$ cat src/rtl/fetch_stage_pkg.sv
// Shared pipeline definitions used by the fetch stage: bubble word, J-format
// field positions, IF/ID record and next-PC source selector.
package fetch_stage_pkg;

  localparam logic [31:0] NOP_INSTR_DEFAULT = 32'h0000_0000;

  // J-format instruction layout
  localparam int unsigned OPC_MSB  = 31;
  localparam int unsigned OPC_LSB  = 26;
  localparam int unsigned JTGT_MSB = 25;
  localparam int unsigned JTGT_LSB = 0;
  localparam logic [5:0]  OPC_J    = 6'b000010;

  // IF/ID pipeline record
  typedef struct packed {
    logic [31:0] instr;
    logic [31:0] pcplus4;
    logic        valid;
  } ifid_t;

  // Source of the next fetch PC
  typedef enum logic [1:0] {
    NPC_SEQ,
    NPC_HOLD,
    NPC_BRANCH,
    NPC_JUMP
  } npc_sel_e;

  // Pseudo-direct jump target built from the IF/ID contents
  function automatic logic [31:0] jump_target(input ifid_t r);
    return {r.pcplus4[31:28], r.instr[JTGT_MSB:JTGT_LSB], 2'b00};
  endfunction

  // True when the word carries the J opcode
  function automatic logic is_jump_opcode(input logic [31:0] w);
    return w[OPC_MSB:OPC_LSB] == OPC_J;
  endfunction

endpackage

$ cat src/rtl/fetch_stage_pc_next_sel.sv
// Combinational next-PC selection for the fetch stage.
module pc_next_sel
  import fetch_stage_pkg::*;
(
  input  logic [31:0] pc_i,
  input  ifid_t       ifid_i,
  input  logic        pcsrc_i,
  input  logic        jump_i,
  input  logic [31:0] pcbranch_i,
  input  logic        stall_i,
  input  logic        rdy_i,
  output logic [31:0] pc_d_o,
  output logic [31:0] pcplus4_o,
  output logic        redirect_o
);

  npc_sel_e    sel;
  logic        redirect;
  logic [31:0] pcplus4;

  assign pcplus4    = pc_i + 32'd4;
  assign redirect   = (pcsrc_i | jump_i) & ifid_i.valid & ~stall_i;
  assign pcplus4_o  = pcplus4;
  assign redirect_o = redirect;

  // Pick the next-PC source; a branch beats a jump when both are raised
  always_comb begin
    sel = NPC_SEQ;
    if (redirect) begin
      sel = pcsrc_i ? NPC_BRANCH : NPC_JUMP;
    end else if (stall_i || !rdy_i) begin
      sel = NPC_HOLD;
    end
  end

  // Produce the next PC for the chosen source
  always_comb begin
    pc_d_o = pcplus4;
    unique case (sel)
      NPC_SEQ:    pc_d_o = pcplus4;
      NPC_HOLD:   pc_d_o = pc_i;
      NPC_BRANCH: pc_d_o = {pcbranch_i[31:2], 2'b00};
      NPC_JUMP:   pc_d_o = jump_target(ifid_i);
      default:    pc_d_o = pcplus4;
    endcase
  end

endmodule

$ cat src/rtl/fetch_stage.sv
// Instruction fetch stage: PC register, IF/ID pipeline register and a
// saturating count of bubbles loaded into IF/ID.
module fetch_stage
  import fetch_stage_pkg::*;
#(
  parameter logic [31:0] RESET_PC  = 32'h0000_0000,
  parameter logic [31:0] NOP_INSTR = NOP_INSTR_DEFAULT
) (
  input  logic        clk,
  input  logic        reset,
  input  logic        stall_f,
  input  logic        flush_d,
  input  logic        pcsrc_d,
  input  logic [31:0] pcbranch_d,
  input  logic        jump_d,
  output logic [31:0] imem_addr,
  input  logic [31:0] imem_rdata,
  input  logic        imem_rdy,
  output logic [31:0] instr_d,
  output logic [31:0] pcplus4_d,
  output logic        valid_d,
  output logic [15:0] bubble_cnt
);

  logic [31:0] pc_q, pc_d;
  logic [31:0] pcplus4_f;
  logic        redirect;
  ifid_t       ifid_q, ifid_d;
  logic        load_bubble;
  logic [15:0] bubble_cnt_q, bubble_cnt_d;

  localparam ifid_t IFID_BUBBLE = '{instr: NOP_INSTR, pcplus4: '0, valid: 1'b0};

  pc_next_sel u_pc_next_sel (
    .pc_i       (pc_q),
    .ifid_i     (ifid_q),
    .pcsrc_i    (pcsrc_d),
    .jump_i     (jump_d),
    .pcbranch_i (pcbranch_d),
    .stall_i    (stall_f),
    .rdy_i      (imem_rdy),
    .pc_d_o     (pc_d),
    .pcplus4_o  (pcplus4_f),
    .redirect_o (redirect)
  );

  // IF/ID next value: stall holds, redirect/flush/wait-state inserts a bubble
  always_comb begin
    ifid_d      = ifid_q;
    load_bubble = 1'b0;
    if (stall_f) begin
      ifid_d = ifid_q;
    end else if (redirect || flush_d || !imem_rdy) begin
      ifid_d      = IFID_BUBBLE;
      load_bubble = 1'b1;
    end else begin
      ifid_d = '{instr: imem_rdata, pcplus4: pcplus4_f, valid: 1'b1};
    end
  end

  // Saturating bubble counter
  always_comb begin
    bubble_cnt_d = bubble_cnt_q;
    if (load_bubble && (bubble_cnt_q != '1)) begin
      bubble_cnt_d = bubble_cnt_q + 16'd1;
    end
  end

  // State registers with synchronous active-low reset
  always_ff @(posedge clk) begin
    if (!reset) begin
      pc_q         <= RESET_PC;
      ifid_q       <= IFID_BUBBLE;
      bubble_cnt_q <= '0;
    end else begin
      pc_q         <= pc_d;
      ifid_q       <= ifid_d;
      bubble_cnt_q <= bubble_cnt_d;
    end
  end

  assign imem_addr  = pc_q;
  assign instr_d    = ifid_q.instr;
  assign pcplus4_d  = ifid_q.pcplus4;
  assign valid_d    = ifid_q.valid;
  assign bubble_cnt = bubble_cnt_q;

endmodule

$ cat config.mk
export PLATFORM = sky130hd
export DESIGN_NAME = fetch_stage
export DESIGN_NICKNAME = d
export VERILOG_FILES = /design/src/rtl/fetch_stage_pkg.sv /design/src/rtl/fetch_stage_pc_next_sel.sv /design/src/rtl/fetch_stage.sv
export SDC_FILE = /design/constraint.sdc
export NUM_CORES = 1
export LEC_CHECK = 0
export BUFFER_PORTS_ARGS = -buffer_cell sky130_fd_sc_hd__buf_2
export CORE_MARGIN = 1
export CORE_UTILIZATION = 50
export DETAILED_ROUTE_END_ITERATION = 12
export PLACE_DENSITY = 0.78
export SYNTH_ARGS = -nofsm -noshare
export SYNTH_HDL_FRONTEND = slang
export SYNTH_SLANG_ARGS = --single-unit
$ cat constraint.sdc
create_clock -name clk -period 2.55 [get_ports clk]
set_clock_uncertainty 0.1 [all_clocks]
set_input_delay 0.255 -clock clk [delete_from_list [all_inputs] [get_ports clk]]
set_output_delay 0.255 -clock clk [all_outputs]
set_load 0.02 [all_outputs]
# Word-level counts from Yosys, hierarchy flattened
# Cells that the tools add are included.
# totals
register_bits,113
input_bits,71
output_inout_bits,113
word_cells,28
# classes
add_sub_neg,2
eq_ne,4
mux,7
bitwise_logic,4
n_reduce_logical,6
# ops
cell,n
$pmux 32 s3,1
$mux 65,1
$add 32x3->32 const B,1
$add 16x1->16 const B,1
$ne 16x16->1 const B,1
$eq 2x2->1 const B,2
$mux 1,4
$logic_or 1x1->1,3
$and 1x1->1,2
$eq 2x1->1 const B,1
$logic_not 2->1,1
$mux 2,1
$logic_and 1x1->1,1
$logic_not 1->1,1
$not 1->1,1
$or 1x1->1,1

# Logic depth before layout (Yosys ltp)
# Gate-level depths: netlist of the first run.
# depth
depth_word,8
depth_mapped,7
mapped_depth_nobuf,6

# Hierarchy
# From an unflattened synthesis of the first run, not the netlist that was laid out.
# hier_totals
hier_cells,660
hier_area_um2,5910.7
# by_module_without_submodules
mod,n_inst,cells_each,area_per_inst_um2,seq_area_each_um2
fetch_stage,1,391,4108.9,2262.2
pc_next_sel,1,269,1801.7,0.0

# Worst setup path after synthesis of the first run
# No wires, ideal clock.
# synth_path
kind,reg-to-reg
startpoint,register pc_q[2] (netlist: imem_addr[2])
endpoint,register pc_q[26] (netlist: imem_addr[26])
setup_ps,120
arrival_ps,2090
required_time_ps,2330
setup_slack_ps,241
path_stages_with_launch,7
path_buffers,0
period_less_slack_ps,2309
cell_sequence,dfxtp_1 > ha_1 > and3_1 > nand3_1 > or4_1 > o211a_1 > o31a_1
# synth_via
elab_chain_len,2
# synth_lines
element,line_no,text
start: declaration,fetch_stage.sv:25,"logic [31:0] pc_q, pc_d;"
start signal: assignment,fetch_stage.sv:76,pc_q <= pc_d;
$add 32x3->32,fetch_stage_pc_next_sel.sv:21,assign pcplus4 = pc_i + 32'd4;
$pmux 32 s3,fetch_stage_pc_next_sel.sv:39,unique case (sel)
# Every way passes these cells.
# A chain may end at the register's enable or synchronous reset.

# Worst setup path after layout of the first run
# layout_path
startpoint,register pc_q[3] (netlist: imem_addr[3])
endpoint,register pc_q[26] (netlist: imem_addr[26])
# Same word-level chain as after synthesis.

==> results of run 1 <==
-- cells in the mapped netlist (3+ instances only) --
cell type	number	share of area, %
clkbuf_1	41	2.9
a22oi_1	6	0.85
and4_1	7	1.2
o31a_1	3	0.50
and3_1	14	1.7
or4_1	9	1.3
dfxtp_1	110	42
a21oi_1	36	3.4
o221a_2	3	0.64
xnor2_1	15	2.5
and2_1	5	0.59
inv_1	10	0.71
buf_4	3	0.43
nand2b_1	3	0.35
nor3_1	11	1.0
a211oi_1	3	0.43
o21ai_0	59	5.6
xor2_1	18	3.0
nor2_1	26	1.8
or3_1	5	0.59
nand2_1	69	4.9
nand3_1	25	2.4
nand4_1	20	2.4
a22o_1	41	6.8
a31oi_1	9	1.1
o21a_1	5	0.71
nor3b_1	4	0.57
o211a_1	6	1.1
o211ai_1	5	0.71
buf_2	4	0.38
nor4_1	12	1.4
nor2b_1	3	0.35
-- cell families (layout without fill, tap and decap cells) --
group	count (synthesis)	after routing	synth area share (%)
mux	3	3	0.615
other cells	1	2	0.0709
buf+inv	58	272	4.42
xor+xnor	33	33	5.46
flops	110	110	41.6
simple gates	227	227	23.1
fa+ha+maj	2	2	0.473
compound gates	192	192	24.3
-- layer usage --
metal	track usage, %	up-vias
li1	-	2730
met1	43.2	2746
met2	51.8	334
met4	13.0	0
met5	0	-
met3	7.92	39
-- power groups by stage --
stage          Combinational [mW]  Clock, mW  Sequential [mW]
6_report                    0.423       1.16             1.79
2_1_floorplan               0.167          0             1.86
4_1_cts                     0.413       1.17             1.79
3_5_place_dp                0.375          0             1.83
5_1_grt                     0.451       1.24             1.80
3_3_place_gp                0.367          0             1.83
-- cell type report --
class	count	area share, %
tap	136	2.43
timing repair buffer	247	21.6
inverter	10	0.536
clock inverter	3	0.983
multi-input combinational	459	41.0
sequential	110	31.5
clock buffer	12	2.07
-- through the flow --
step / hold slack [ps] / worst slack (ps) / util [%]
3_3_place_gp: 329 / 325 / 63.0
6_report: 31.6 / 209 / 68.1
5_1_grt: 21.8 / 118 / 68.1
3_5_place_dp: 336 / 263 / 63.0
2_1_floorplan: 281 / 241 / -
4_1_cts: 21.5 / 243 / 68.1
-- worst max-delay path: cells and delay by family, from the launching register on --
family | cells | cell delay [ps]
and+or+nand+nor | 3 | 980
adders and majority gates | 1 | 240
AOI/OAI and AO/OA | 2 | 500
DFF | 1 | 430
-- timing repair --
item,4_1_cts,5_1_grt
endpoints found under the setup margin,0,0
hold endpoints to repair,31,0
hold buffers,31,0
-- worst min path at each step --
stage,from,endpoint,slack (ps)
6_report,imem_rdata[0],instr_d[0]$_SDFFE_PN0N_,30
5_1_grt,imem_rdata[0],instr_d[0]$_SDFFE_PN0N_,20
4_1_cts,imem_rdata[0],instr_d[0]$_SDFFE_PN0N_,20
3_5_place_dp,pcplus4_d[18]$_SDFFE_PN0N_,pcplus4_d[18]$_SDFFE_PN0N_,340
3_3_place_gp,pcplus4_d[2]$_SDFFE_PN0N_,pcplus4_d[2]$_SDFFE_PN0N_,330
2_1_floorplan,imem_rdata[0],instr_d[0]$_SDFFE_PN0N_,280
-- registers in the layout, summed over array words and instances (netlist names) --
name / cells
pcplus4_d: 31
bubble_cnt: 16
valid_d: 1
imem_addr: 30
instr_d: 32
==> impl_metrics.json, run 1 <==
{
  "gp_congestion": 0.913,
  "critPathLaunchType": "register",
  "switching_power_mw": 0.864,
  "synth_cell_types": 61,
  "grt_start_max_net_pins": 39,
  "drt_wl_total_mm": 18.3,
  "seq_area_um2": 2200,
  "syn_to_final_growth_pct": 32.3,
  "synth_ff_type": "dfxtp_1",
  "drc": 0,
  "grt_overflow_total": 0,
  "synth-async-reset-ratio_pct": 0,
  "switching_share_pct": 25.6,
  "io_buffers": 179,
  "drive_gt1_share_pct": 28.8,
  "post_cts_buffers": 0,
  "met1_length_mm": 7.61,
  "stdcell_area_um2": 7000,
  "pwr-share-comb_pct": 12.6,
  "r2r_slack_ps": 210,
  "final_common_cell": "buf_2",
  "crit_chain": "ha_1 -> and3_1 -> nand3_1 -> or4_1 -> o211a_1 -> o31a_1",
  "cp_max_fo": 5,
  "setup_viol": 0,
  "die_w_um": 105,
  "hold_path_depth": 2,
  "initial_core_util_pct": 51.5,
  "fill_cells": 857,
  "critPathLaunch": "imem_addr[3]$_SDFFE_PN0P_",
  "critical_path_required_ps": 2730,
  "p_clk_share_pct": 34.3,
  "dr_wl_met3_mm": 1.73,
  "clk_pin_slew_worst_paths_ps": 110,
  "rows": 37,
  "hp-class": "input port to register",
  "cts.sinks": 110,
  "cts.path.max_buffers": 2,
  "viasPerCell": 5.99,
  "grt_pass1_wl_mm": 28.4,
  "yosys_warnings": 0,
  "power_density_nw_per_um2": 481,
  "reg2reg_depth": 6,
  "layout_min_cycle_time_ps": 2340,
  "htreeDepth": 3,
  "routedWlPerCell_um": 18.7,
  "maxSlewViolCount": 0,
  "cts_buffers": 9,
  "cts-resized-gates": 0,
  "yosysSeqAreaShare_pct": 41.6,
  "fin_tns_setup_ps": 0,
  "wl_met2_mm": 8.39,
  "ant_nets": 0,
  "synth_seq_cells": 110,
  "placedCellCount": 931,
  "reg2reg_to": "imem_addr[26]$_SDFFE_PN0P_",
  "drv_cap": 0,
  "avgSynthCellArea_um2": 8.45,
  "drt-initial-drc-count": 431,
  "cpPeakStageDelay_ps": 610,
  "rsz0062_at_grt": "false",
  "grt_usage_pct": 32.9,
  "reg2reg_from": "imem_addr[3]$_SDFFE_PN0P_",
  "route.vias.total": 5849,
  "p_seq_share_pct": 53.1,
  "antenna_found_initial": 0,
  "tightestPinTransition_ps": 1220,
  "run_status": "finished clean",
  "power_mw": 3.37,
  "layout.nets": 910,
  "path_class": "register to register",
  "grt_pass1_vias": 5470,
  "multi_input_area_um2": 2870,
  "io_pins": 184,
  "max_freq_mhz": 427,
  "die_y_um": 105,
  "final_cell_mix": "buf_2 (179), dfxtp_1 (110), nand2_1 (69)",
  "cts_root_buf": "clkbuf_8",
  "slew_headroom_pct": 18.6,
  "cts_tree": "done",
  "endpoint": "imem_addr[26]$_SDFFE_PN0P_",
  "finalCritPeriodShare_pct": 91.8,
  "dp_hpwl_mm": 13.0,
  "cp_slowest_cell": "or4_1",
  "internal_power_mw": 2.51,
  "syn_area_um2": 5290,
  "syn_inst": 626,
  "dpl_cell_area_um2": 6480,
  "diodes": 0,
  "dr.pass1.iters": 5,
  "synth_edf_count": 0,
  "insertion_delay_ps": 370,
  "max-vdd-ir-drop_mv": 0.359,
  "hold_violations": 0,
  "crit_arrival_ps": 2520,
  "dieArea_um2": 11000,
  "core_um2": 10300,
  "stdcell_count": 977,
  "leakage_nw": 3.08,
  "cp-end-kind": "register",
  "routed.top_layer": "met4"
}
Note: power is estimated with default switching activity, not from simulation.
==> run 2: changes to the inputs <==
--- a/config.mk
+++ b/config.mk
@@ -9,6 +9,7 @@
 export CORE_MARGIN = 1
 export CORE_UTILIZATION = 50
 export DETAILED_ROUTE_END_ITERATION = 12
+export HOLD_SLACK_MARGIN = 0.15
 export PLACE_DENSITY = 0.78
 export SYNTH_ARGS = -nofsm -noshare
 export SYNTH_HDL_FRONTEND = slang
==> run 2 against run 1 <==
Net effect: total power up 0.38%; via count up 1.1%; die area unchanged; cell area up 1.0%; core utilization up 0.68 points; worst hold slack better by 160 ps; wire length up 0.90%; critical path type is now input port to register; critical endpoint is now imem_addr[13]$_SDFFE_PN0P_; largest cell class unchanged.
==> impl_metrics.json, run 2 (synthesis gave the netlist of run 1 again) <==
{
  "run_status": "finished clean",
  "path_class": "input port to register",
  "hold_violations": 0,
  "layout_min_cycle_time_ps": 2400,
  "cts_root_buf": "clkbuf_8",
  "cts.sinks": 110,
  "diodes": 0,
  "syn_to_final_growth_pct": 33.6,
  "crit_arrival_ps": 2600,
  "pwr-share-comb_pct": 12.8,
  "power_density_nw_per_um2": 479,
  "hp-class": "input port to register",
  "cp-end-kind": "register",
  "drc": 0,
  "insertion_delay_ps": 370,
  "holdBufCountCts": 38,
  "finalCritPeriodShare_pct": 94.0,
  "max_freq_mhz": 417,
  "grt_overflow_total": 0,
  "rows": 37,
  "largest_register_ffs": 32,
  "seq_area_um2": 2200,
  "cp_max_fo": 12,
  "grt_pass1_wl_mm": 28.8,
  "io_pins": 184,
  "initial_core_util_pct": 51.5,
  "drv_cap": 0,
  "clk_pin_slew_worst_paths_ps": 100,
  "dieArea_um2": 11000,
  "grt_usage_pct": 33.3,
  "leakage_nw": 3.11,
  "viasPerCell": 6.01,
  "die_y_um": 105,
  "p_seq_share_pct": 52.9,
  "antenna_found_initial": 0,
  "cts-resized-gates": 0,
  "cts_tree": "done",
  "layout.nets": 917,
  "setup_viol": 0,
  "post_cts_buffers": 0,
  "grt_start_max_net_pins": 39,
  "io_buffers": 179,
  "ant_nets": 0,
  "cts.path.max_buffers": 2,
  "slew_headroom_pct": 23.4,
  "switching_share_pct": 25.7,
  "drt-initial-drc-count": 451,
  "critical_path_required_ps": 2750,
  "fill_cells": 854,
  "cts_buffers": 9,
  "core_um2": 10300,
  "tightestPinTransition_ps": 1140,
  "multi_input_area_um2": 2870,
  "drt_wl_total_mm": 18.4,
  "htreeDepth": 3,
  "gp_congestion": 0.913,
  "internal_power_mw": 2.51,
  "fin_tns_setup_ps": 0,
  "max-vdd-ir-drop_mv": 0.360,
  "p_clk_share_pct": 34.2,
  "maxSlewViolCount": 0,
  "rsz0062_at_grt": "false",
  "hold-worst-slack_ps": 188,
  "routedWlPerCell_um": 18.7,
  "grt_pass1_vias": 5496,
  "final_cell_mix": "buf_2 (179), dfxtp_1 (110), nand2_1 (69)",
  "final_common_cell": "buf_2",
  "die_w_um": 105,
  "critPathLaunchType": "input port",
  "dr.pass1.iters": 5,
  "switching_power_mw": 0.870,
  "dp_hpwl_mm": 13.0,
  "drive_gt1_share_pct": 28.5,
  "route.vias.total": 5913
}
[run 2: cell count changes in the layout (fill, tap and decap cells not counted), sizes merged]
cell	previous run	this run
dlygate4sd3	31	38
[run 2: metal layers]
layer	share of wire (%)	track usage (%)	vias up
li1	-	-	2749
met1	42	43.5	2799
met2	46	53.4	325
met3	9.2	7.92	40
met4	2.9	12.5	0
met5	0	0	-
[run 2: area by class of cell]
type                            count  area share [%]
Tap cell                          136            2.41
Sequential cell                   110            31.1
Inverter                           10           0.531
Timing Repair Buffer              254            22.3
Clock buffer                       12            2.05
Multi-Input combinational cell    459            40.6
Clock inverter                      3           0.973
[run 2: critical path, cell delays in order]
cell and delay (ps):
dlygate4sd3_1 520, buf_2 200, nand2b_1 160, nor2_1 60, nor2_1 870, a222oi_1 350
a21oi_1 180
[run 2: stage by stage]
step	total power, mW	cells	setup slack (ps)	instance area (µm²)	util [%]
finish	3.38	984	153	7070	68.8
global route	3.50	984	118	7070	68.8
CTS	3.38	984	243	7070	68.8
detailed placement	2.20	931	263	6480	63.0
global placement	2.19	931	325	6480	63.0
floorplan	2.03	627	241	5300	-
[run 2: path summary, 6_finish.rpt]
kind	start	to	slack, ps	cells after the start
min reg2reg	pcplus4_d[22]$_SDFFE_PN0N_	pcplus4_d[22]$_SDFFE_PN0N_	350	2
min	flush_d	pcplus4_d[27]$_SDFFE_PN0N_	190	3
max	stall_f	imem_addr[13]$_SDFFE_PN0P_	150	7
max reg2reg	imem_addr[3]$_SDFFE_PN0P_	imem_addr[26]$_SDFFE_PN0P_	200	6
[run 2: power by group through the flow]
stage                     sequential (mW)  combinational, mW  clock [mW]
after floorplan                      1.86              0.167           0
after global placement               1.83              0.367           0
after detailed placement             1.83              0.375           0
after CTS                            1.79              0.421        1.17
after global routing                 1.80              0.461        1.24
final                                1.79              0.433        1.16
==> run 3: changes to the inputs <==
--- a/config.mk
+++ b/config.mk
@@ -10,7 +10,7 @@
 export CORE_UTILIZATION = 50
 export DETAILED_ROUTE_END_ITERATION = 12
 export HOLD_SLACK_MARGIN = 0.15
-export PLACE_DENSITY = 0.78
+export PLACE_DENSITY = 0.8
 export SYNTH_ARGS = -nofsm -noshare
 export SYNTH_HDL_FRONTEND = slang
 export SYNTH_SLANG_ARGS = --single-unit
==> run 3 against run 2 <==
Net effect: sequential share of layout area shrank 0.13 points; setup slack gained 1.7 ps; first-iteration DRC count is 7.3% lower; sequential power barely moved; non-clock buffer count up 5; critical path type is now register to register; critical path depth is 1 lower; highest routed layer unchanged; wire length is 5.6% higher; critical endpoint is now imem_addr[28]$_SDFFE_PN0P_; die area unchanged.
==> impl_metrics.json, run 3 (synthesis gave the netlist of run 1 again) <==
{
  "hold_violations": 0,
  "layout_min_cycle_time_ps": 2390,
  "hp-class": "input port to register",
  "die_w_um": 105,
  "crit_arrival_ps": 2550,
  "grt_pass1_vias": 5556,
  "placedCellCount": 937,
  "grt_pass1_wl_mm": 29.6,
  "fin_tns_setup_ps": 0,
  "dieArea_um2": 11000,
  "clk_pin_slew_worst_paths_ps": 100,
  "insertion_delay_ps": 380,
  "largest_register_ffs": 32,
  "cts.path.max_buffers": 2,
  "final_common_cell": "buf_2",
  "layout.nets": 923,
  "finalCritPeriodShare_pct": 93.9,
  "maxSlewViolCount": 0,
  "htreeDepth": 3,
  "critPathLaunchType": "register",
  "post_cts_buffers": 0,
  "final_cell_mix": "buf_2 (179), dfxtp_1 (110), nand2_1 (69)",
  "drv_cap": 0,
  "diodes": 0,
  "drt-initial-drc-count": 418,
  "run_status": "finished clean",
  "cts_tree": "done",
  "grt_overflow_total": 0,
  "initial_core_util_pct": 51.5,
  "setup_viol": 0,
  "rows": 37,
  "fill_cells": 852,
  "rsz0062_at_grt": "false",
  "grt_start_max_net_pins": 39,
  "slew_headroom_pct": 21.0,
  "routedWlPerCell_um": 19.7,
  "io_pins": 184,
  "stdcell_count": 990,
  "setup_ws_ps": 155,
  "core_um2": 10300,
  "critical_path_required_ps": 2700,
  "preCtsSetupSlack_ps": 229,
  "antenna_found_initial": 0,
  "syn_to_final_growth_pct": 34.1,
  "cp-end-kind": "register",
  "max_freq_mhz": 418,
  "ant_nets": 0,
  "path_class": "register to register",
  "power_density_nw_per_um2": 479,
  "max-vdd-ir-drop_mv": 0.301,
  "route.vias.total": 5948,
  "tightestPinTransition_ps": 1180,
  "cts.sinks": 110,
  "hold-worst-slack_ps": 197,
  "drive_gt1_share_pct": 29.4,
  "io_buffers": 179,
  "die_y_um": 105,
  "cts_buffers": 9,
  "drc": 0,
  "grt_usage_pct": 34.9,
  "dp_hpwl_mm": 13.5,
  "cts-resized-gates": 0,
  "dr.pass1.iters": 5,
  "final_core_util_pct": 69.1,
  "viasPerCell": 6.01,
  "drt_wl_total_mm": 19.5,
  "cp_max_fo": 7,
  "leakage_nw": 3.13,
  "gp_congestion": 0.894,
  "cts_root_buf": "clkbuf_8"
}
-- run 3: cell count changes in the layout (fill, tap and decap cells not counted) --
cell | before | now
buf_12 | 2 | 1
buf_4 | 35 | 42
clkbuf_1 | 2 | 0
clkbuf_8 | 10 | 9
clkinv_2 | 0 | 2
clkinv_4 | 1 | 0
clkinvlp_4 | 0 | 1
dlygate4sd3_1 | 38 | 37
inv_6 | 0 | 1
nor3_2 | 0 | 1
-- run 3: repair_timing --
item	in CTS	in global routing
endpoints found under the setup margin	0	11
endpoints found under the hold margin	37	0
hold buffers	37	0
-- run 3: final timing paths --
check                             from                          to  slack (ps)  depth (start not counted)
max reg2reg  imem_addr[3]$_SDFFE_PN0P_  imem_addr[28]$_SDFFE_PN0P_         160                          6
min reg2reg  pcplus4_d[2]$_SDFFE_PN0N_   pcplus4_d[2]$_SDFFE_PN0N_         360                          2
max          imem_addr[3]$_SDFFE_PN0P_  imem_addr[28]$_SDFFE_PN0P_         160                          6
min                      pcbranch_d[7]   imem_addr[7]$_SDFFE_PN0P_         200                          3
-- run 3: through the flow --
stage               power, mW  instance area [µm²]
floorplan                2.03                 5300
global placement         2.20                 6510
detailed placement       2.21                 6510
CTS                      3.38                 7090
global route             3.50                 7100
finish                   3.40                 7100
-- run 3: cell type report --
| type | instances | area (µm²) | share of cell area, % |
|---|---|---|---|
| Tap cell | 136 | 170 | 2.40 |
| Multi-Input combinational cell | 460 | 2880 | 40.5 |
| Sequential cell | 110 | 2200 | 31.0 |
| Inverter | 10 | 37.5 | 0.529 |
| Timing Repair Buffer | 259 | 1600 | 22.6 |
| Clock inverter | 6 | 86.3 | 1.22 |
| Clock buffer | 9 | 124 | 1.74 |
-- run 3: power breakdown --
group	total (mW)	internal [mW]	switching, mW
Clock	1.16	0.549	0.615
Sequential	1.79	1.75	0.0405
Combinational	0.446	0.188	0.258
Total	3.40	2.49	0.913
-- run 3: metal layers --
| metal | wire length [µm] | up-vias | part of all wire, % | GRT usage [%] |
|---|---|---|---|---|
| met2 | 9200 | 358 | 47 | 57.9 |
| met3 | 1660 | 44 | 8.5 | 6.30 |
| met1 | 8070 | 2776 | 41 | 44.5 |
| met5 | 0 | - | 0 | 0 |
| li1 | - | 2770 | - | - |
| met4 | 536 | 0 | 2.8 | 14.9 |
-- run 3: critical path: stages (launching register included) --
cell	delay (ps)
dfxtp_1	430
ha_1	240
nand3_1	320
or4_1	600
nor4_1	270
xnor2_1	180
o32ai_1	130
